`src/rtl/alu_pkg.sv`:
```
// Shared opcode encodings, default datapath width and flag bundle for the RV32 execute-stage ALU.
package alu_pkg;

    localparam int ALU_WIDTH = 32;

    localparam logic [2:0] ALU_ADD = 3'b000;
    localparam logic [2:0] ALU_SUB = 3'b001;
    localparam logic [2:0] ALU_AND = 3'b010;
    localparam logic [2:0] ALU_OR  = 3'b011;
    localparam logic [2:0] ALU_XOR = 3'b100;
    localparam logic [2:0] ALU_SLT = 3'b101;
    localparam logic [2:0] ALU_SLL = 3'b110;
    localparam logic [2:0] ALU_SRL = 3'b111;

    typedef struct packed {
        logic carry;
        logic zero;
        logic negative;
        logic overflow;
    } alu_flags_t;

    // SUB and SLT both run the adder in subtract mode.
    function automatic logic is_sub_op(input logic [2:0] op);
        return (op == ALU_SUB) || (op == ALU_SLT);
    endfunction

endpackage

```
`src/rtl/alu_addsub.sv`:
```
// Shared adder/subtractor: sum = A + (sub ? ~B + 1 : B), with carry-out and signed overflow.
module alu_addsub #(
    parameter int WIDTH = alu_pkg::ALU_WIDTH
) (
    input  logic [WIDTH-1:0] A,
    input  logic [WIDTH-1:0] B,
    input  logic             sub,
    output logic [WIDTH-1:0] sum,
    output logic             carry,
    output logic             overflow
);

    logic [WIDTH-1:0] w_bop;
    logic [WIDTH:0]   w_full;

    assign w_bop  = sub ? ~B : B;
    assign w_full = {1'b0, A} + {1'b0, w_bop} + {{WIDTH{1'b0}}, sub};

    assign sum   = w_full[WIDTH-1:0];
    assign carry = w_full[WIDTH];
    // Operands of equal sign producing a result of the other sign.
    assign overflow = (A[WIDTH-1] == w_bop[WIDTH-1]) && (sum[WIDTH-1] != A[WIDTH-1]);

endmodule

```
`src/rtl/alu.sv`:
```
// Registered ALU: opcode mux and flag logic feeding one output register stage.
// Shift opcodes 110/111 are implemented only when ALU_SHIFT_EN is defined; otherwise they yield 0.
module alu
    import alu_pkg::*;
#(
    parameter int WIDTH = ALU_WIDTH
) (
    input  logic             clk,
    input  logic             rst,
    input  logic [WIDTH-1:0] A,
    input  logic [WIDTH-1:0] B,
    input  logic [2:0]       ALUControl,
    output logic [WIDTH-1:0] Result,
    output logic             Carry,
    output logic             Zero,
    output logic             Negative,
    output logic             OverFlow
);

    localparam int SHAMT_W = $clog2(WIDTH);

    logic [WIDTH-1:0] w_sum;
    logic             w_add_carry;
    logic             w_add_ovf;
    logic [WIDTH-1:0] w_result;
    alu_flags_t       w_flags;

    logic [WIDTH-1:0] r_result;
    alu_flags_t       r_flags;

    alu_addsub #(.WIDTH(WIDTH)) u_addsub (
        .A        (A),
        .B        (B),
        .sub      (is_sub_op(ALUControl)),
        .sum      (w_sum),
        .carry    (w_add_carry),
        .overflow (w_add_ovf)
    );

    always_comb begin
        // NOTE: every output of this block gets a default first so no path can infer a latch.
        w_result       = '0;
        w_flags        = '0;
        case (ALUControl)
            ALU_ADD, ALU_SUB: begin
                w_result         = w_sum;
                w_flags.carry    = w_add_carry;
                w_flags.overflow = w_add_ovf;
            end
            ALU_AND: w_result = A & B;
            ALU_OR:  w_result = A | B;
            ALU_XOR: w_result = A ^ B;
            // Signed less-than is the sign of the difference corrected by overflow.
            ALU_SLT: w_result = {{(WIDTH-1){1'b0}}, w_sum[WIDTH-1] ^ w_add_ovf};
`ifdef ALU_SHIFT_EN
            ALU_SLL: w_result = A << B[SHAMT_W-1:0];
            ALU_SRL: w_result = A >> B[SHAMT_W-1:0];
`else
            ALU_SLL, ALU_SRL: w_result = '0;
`endif
            default: w_result = '0;
        endcase
        w_flags.zero     = (w_result == '0);
        w_flags.negative = w_result[WIDTH-1];
    end

    // NOTE: sequential state uses non-blocking assignments so every register samples pre-edge values.
    always_ff @(posedge clk or posedge rst) begin
        if (rst) begin
            r_result <= '0;
            r_flags  <= '0;
        end else begin
            r_result <= w_result;
            r_flags  <= w_flags;
        end
    end

    assign Result   = r_result;
    assign Carry    = r_flags.carry;
    assign Zero     = r_flags.zero;
    assign Negative = r_flags.negative;
    assign OverFlow = r_flags.overflow;

endmodule

```
`config.mk`:
```
export PLATFORM = sky130hd
export DESIGN_NAME = alu
export DESIGN_NICKNAME = d
export VERILOG_FILES = /design/src/rtl/alu_pkg.sv /design/src/rtl/alu_addsub.sv /design/src/rtl/alu.sv
export SDC_FILE = /design/constraint.sdc
export NUM_CORES = 1
export LEC_CHECK = 0
export ABC_AREA = 1
export BUFFER_PORTS_ARGS = -buffer_cell sky130_fd_sc_hd__buf_2
export CORE_MARGIN = 2
export CORE_UTILIZATION = 25
export DETAILED_ROUTE_END_ITERATION = 16
export HOLD_SLACK_MARGIN = 0.12
export SYNTH_ARGS = -nofsm -noshare
export SYNTH_HDL_FRONTEND = slang
export SYNTH_SLANG_ARGS = --single-unit
export TNS_END_PERCENT = 5
```
`constraint.sdc`:
```
create_clock -name clk -period 2.8 [get_ports clk]
set_input_delay 0.42 -clock clk [delete_from_list [all_inputs] [get_ports clk]]
set_output_delay 0.42 -clock clk [all_outputs]
set_load 0.03 [all_outputs]
```
# == Word-level counts from Yosys, hierarchy flattened ==
# Cells that the tools add are included.
# word_totals
reg_bits,36
latchBits,0
ram_bits,0
mem_bits_ro,0
input_bits,69
out_inout_bits,36
elab_cells,31
mem_count,0
# classes
n_addsub,2
mul,0
n_div,0
magnitude_cmp,0
eq_ne,9
n_shift,0
mux,4
bitwise,5
reduce_logical,6
# op_table
op,count
$pmux 32 s6,1
$add 32x32->33,1
$add 33x1->33,1
$and 32x32->32,1
$logic_not 32->1,1
$mux 32,1
$not 32->32,1
$or 32x32->32,1
$xor 32x32->32,1
$eq 3x3->1 const B,4
$eq 3x2->1 const B,2
$reduce_or 2->1,2
$eq 3x1->1 const B,1
$logic_not 3->1,1
$mux 1,2
$eq 1x1->1,1
$logic_and 1x1->1,1
$logic_or 1x1->1,1
$ne 1x1->1,1
$xor 1x1->1,1

# == Logic depth before layout (Yosys ltp) ==
# depth
depth_word,10
depth_mapped,22
mapped_depth_nobuf,21

# == By module ==
# Synthesis repeated with hierarchy kept, for this count alone.
# unflattened
hier_cells,853
area_unflattened_um2,5474.0
# modules_own_cells
mod,n_inst,cells_per_inst,area_each_um2,seq_area_each_um2
alu,1,434,3128.0,875.8
alu_addsub,1,419,2346.0,0.0

# == Worst setup path after synthesis ==
# No wires, ideal clock.
# synth_timing
path_type,in2reg
start,input port ALUControl[1]
end,"register r_flags, in the netlist Zero"
setup_time_ns,0.072
arrival_time_ns,2.652
required_time_ns,2.728
path_slack_ns,0.077
path_stages,18
path_buffers,1
cell_sequence,inv_2 nand2_4 buf_1 xor2_1 ha_1 a21oi_1 nand2_1 a21oi_1 nor2_1 nor2_1 nand2_1 nand2_1 nand2_1 a21oi_2 nand2_1 nor2_1 nand3_1 nor2_1
# synth_lines
element,line,rtl
start: declaration,alu.sv:12,"input logic [2:0] ALUControl,"
end signal: assignment,alu.sv:74,r_flags <= w_flags;
end: declaration,alu.sv:29,alu_flags_t r_flags;

==> flow_summary.ini <==
[status]
status = finished with violations
violations = setup timing

[timing]
min_period_ps = 2800
post-route-period-util_pct = 100
hold_viol_final = 0
setup_viol = 1
final.setup.worst_slack_ps = -0.413
rsz0062_at_grt = true
tightest_slew_ps = 685
fmax_ghz = 0.357
relSlewSlack_pct = 54.2
slew_viol_final = 0

[layout]
seq_area_um2 = 876
fillers = 2478
final_cell_mix = nand2_1, inv_1, buf_4, buf_2, ha_1
diodes = 0
design_area_um2 = 7980
final_common_cell = nand2_1
multi_input_area_um2 = 4320
fin_cells = 1426
syn_to_final_growth_pct = 38.6
nets = 1305
drive_gt1_share_pct = 30.4

[cts]
cts_buffers = 5
clkTransAtPathRegs_ps = 70
hold_buffers = 0
cts_max_level = 2
cts_root_buffer = clkbuf_16
clk_path_buf_depth = 2
numClockSinks = 35
cts_tree = built

[floorplan]
start_util_pct = 25.4
die_w_um = 156
ios = 105
core_um2 = 22600
die_h_um = 156
die_area_um2 = 24300
rows = 55

[synthesis]
synth.distinct_cells = 41
syn-num-nets = 1078
synthCells = 913
ys_ff_latch = 35
yosysWarnings = 0
ys.flop_type = dfrtp_1
syn_area_um2 = 5760
synth_edf_count = 0
syn_area_per_cell_um2 = 6.30
ys_seq_area_share_pct = 15.2
synthArstFlopShare_pct = 100

[setup_path]
path_class = in2reg
crit_fanout = 16
path_cells = buf_2, inv_2, nand2_4, buf_12, xor2_1, ha_1, nand2_1, nor2_1, buf_4, a21oi_2, nor2_1, nor2_1, nand2_1, nand2_1, nand2_1, a21oi_2, nand2_1, nor2_2, nand3_1, nor2_1
path_common_cell = nand2_1
critPathRequiredTime_ps = 3030
end_kind = flip-flop
crit_arrival_ps = 3030
critPathSlowestCell = ha_1
startpoint_type = primary input
crit_path_max_incr_delay_ps = 350

[pwr]
cellPowerDensity_nw_per_um2 = 386
power.net_switching_uw = 1400
p_sw_share_pct = 45.5
p_clk_share_pct = 19.5
p_int_uw = 1680
p_leak_uw = 0.00466
seqPwrFrac_pct = 19.0
p_comb_share_pct = 61.5
vdd_drop_max_mv = 0.204

[place]
place_area_um2 = 7470
port_buffers = 104
place_inst = 1400
place_hpwl_mm = 16.4
gp_congestion = 0.892

[global_route]
antenna_found_initial = 1
grt_max_degree = 36
grt_pass1_wl_mm = 32.2
grt_use_total_pct = 16.8
grt_pass1_vias = 6364
grt.overflow.total = 0

[route]
drc = 0
drt_iter0_drc = 345
vias = 6345
post_drt_wl_per_cell_um = 14.1
drtPass1Iterations = 5
drt-total-wl_mm = 20.1
via_per_inst = 4.45
drtAntennaViolNets = 0

[hold_path]
hold_class = in2async

[job]
maxCapViolCount = 0
per-layer routing:
metal / wire, µm / vias up / GRT usage [%]
li1: - / 3317 / -
met5: 11 / - / 0
met2: 9480 / 119 / 29.3
met3: 910 / 21 / 3.25
met4: 306 / 2 / 3.84
met1: 9430 / 2886 / 21.3
kinds of logic after synthesis:
kind of cell             share of synthesized area (%)
AND/OR/NAND/NOR                                   32.7
adder cells (fa/ha/maj)                           21.0
AO/OA/AOI/OAI                                     11.7
XOR/XNOR                                          5.63
flip-flops                                        15.2
buffers and inverters                             13.8
timing repair:
action                                  in CTS  in global routing
gates resized for setup                     14                 47
pin swaps                                   10                 24
endpoints found under the setup margin       1                  2
setup buffers                                4                 14
area by class of cell:
class | count | area share (%)
Clock inverter | 3 | 0.188
Timing Repair Buffer | 236 | 19.6
Sequential cell | 35 | 11.0
Tap cell | 285 | 4.47
Inverter | 193 | 9.08
Clock buffer | 5 | 1.57
Multi-Input combinational cell | 669 | 54.1
stage by stage:
step                setup slack [ps]  hold WS, ps  util [%]  total power, µW  setup TNS [ps]
CTS                           0.0826          266      34.0             3000               0
floorplan                       76.7          574         -             1620               0
detailed placement              -464          591      33.0             2340           -1020
finish                        -0.413          233      35.2             3080          -0.413
global route                    -179          287      35.2             3340            -179
global placement                -474          588      33.0             2330           -1010
worst max-delay path, delay by kind of cell:
family / cells / cell delay [ps]
and+or+nand+nor: 12 / 1290
buffers and inverters: 4 / 480
adders and majority gates: 1 / 350
AOI/OAI and AO/OA: 2 / 330
xor gates and xnor gates: 1 / 140
synthesized netlist by cell type (7+ instances only):
cell type / instances / area share, %
a21oi_1: 39 / 3.4
nand3_1: 48 / 4.2
nand2_1: 247 / 16
nand4_1: 13 / 1.4
nor2_1: 76 / 5.0
nand2_2: 12 / 1.3
inv_2: 8 / 0.52
dfrtp_1: 35 / 15
ha_1: 95 / 21
o211ai_1: 7 / 0.91
a221oi_1: 17 / 2.6
o21ai_0: 20 / 1.7
xor2_1: 37 / 5.6
nor2_2: 10 / 1.1
inv_1: 184 / 12
worst max path at each step:
| stage | start | endpoint | slack [ps] | cells past startpoint |
|---|---|---|---|---|
| 6_report | ALUControl[1] | Zero | -0.4 | 20 |
| 2_1_floorplan | ALUControl[1] | Zero | 80 | 18 |
| 3_3_place_gp | ALUControl[1] | Zero | -470 | 20 |
| 4_1_cts | ALUControl[1] | Zero | 0.08 | 21 |
| 5_1_grt | ALUControl[1] | Zero | -180 | 23 |
| 3_5_place_dp | ALUControl[1] | Zero | -460 | 20 |
power by group through the flow:
stage               clock, µW  sequential, µW  combinational, µW
floorplan                   0             734                891
global placement            0             595               1740
detailed placement          0             594               1750
CTS                       623             585               1790
global route              637             592               2110
finish                    602             584               1890
sequential cells by signal (all words and copies together), names as in the netlist:
signal	cells
Carry	1
Negative	1
OverFlow	1
Result	31
Zero	1
Note: power is estimated with default switching activity, not from simulation.
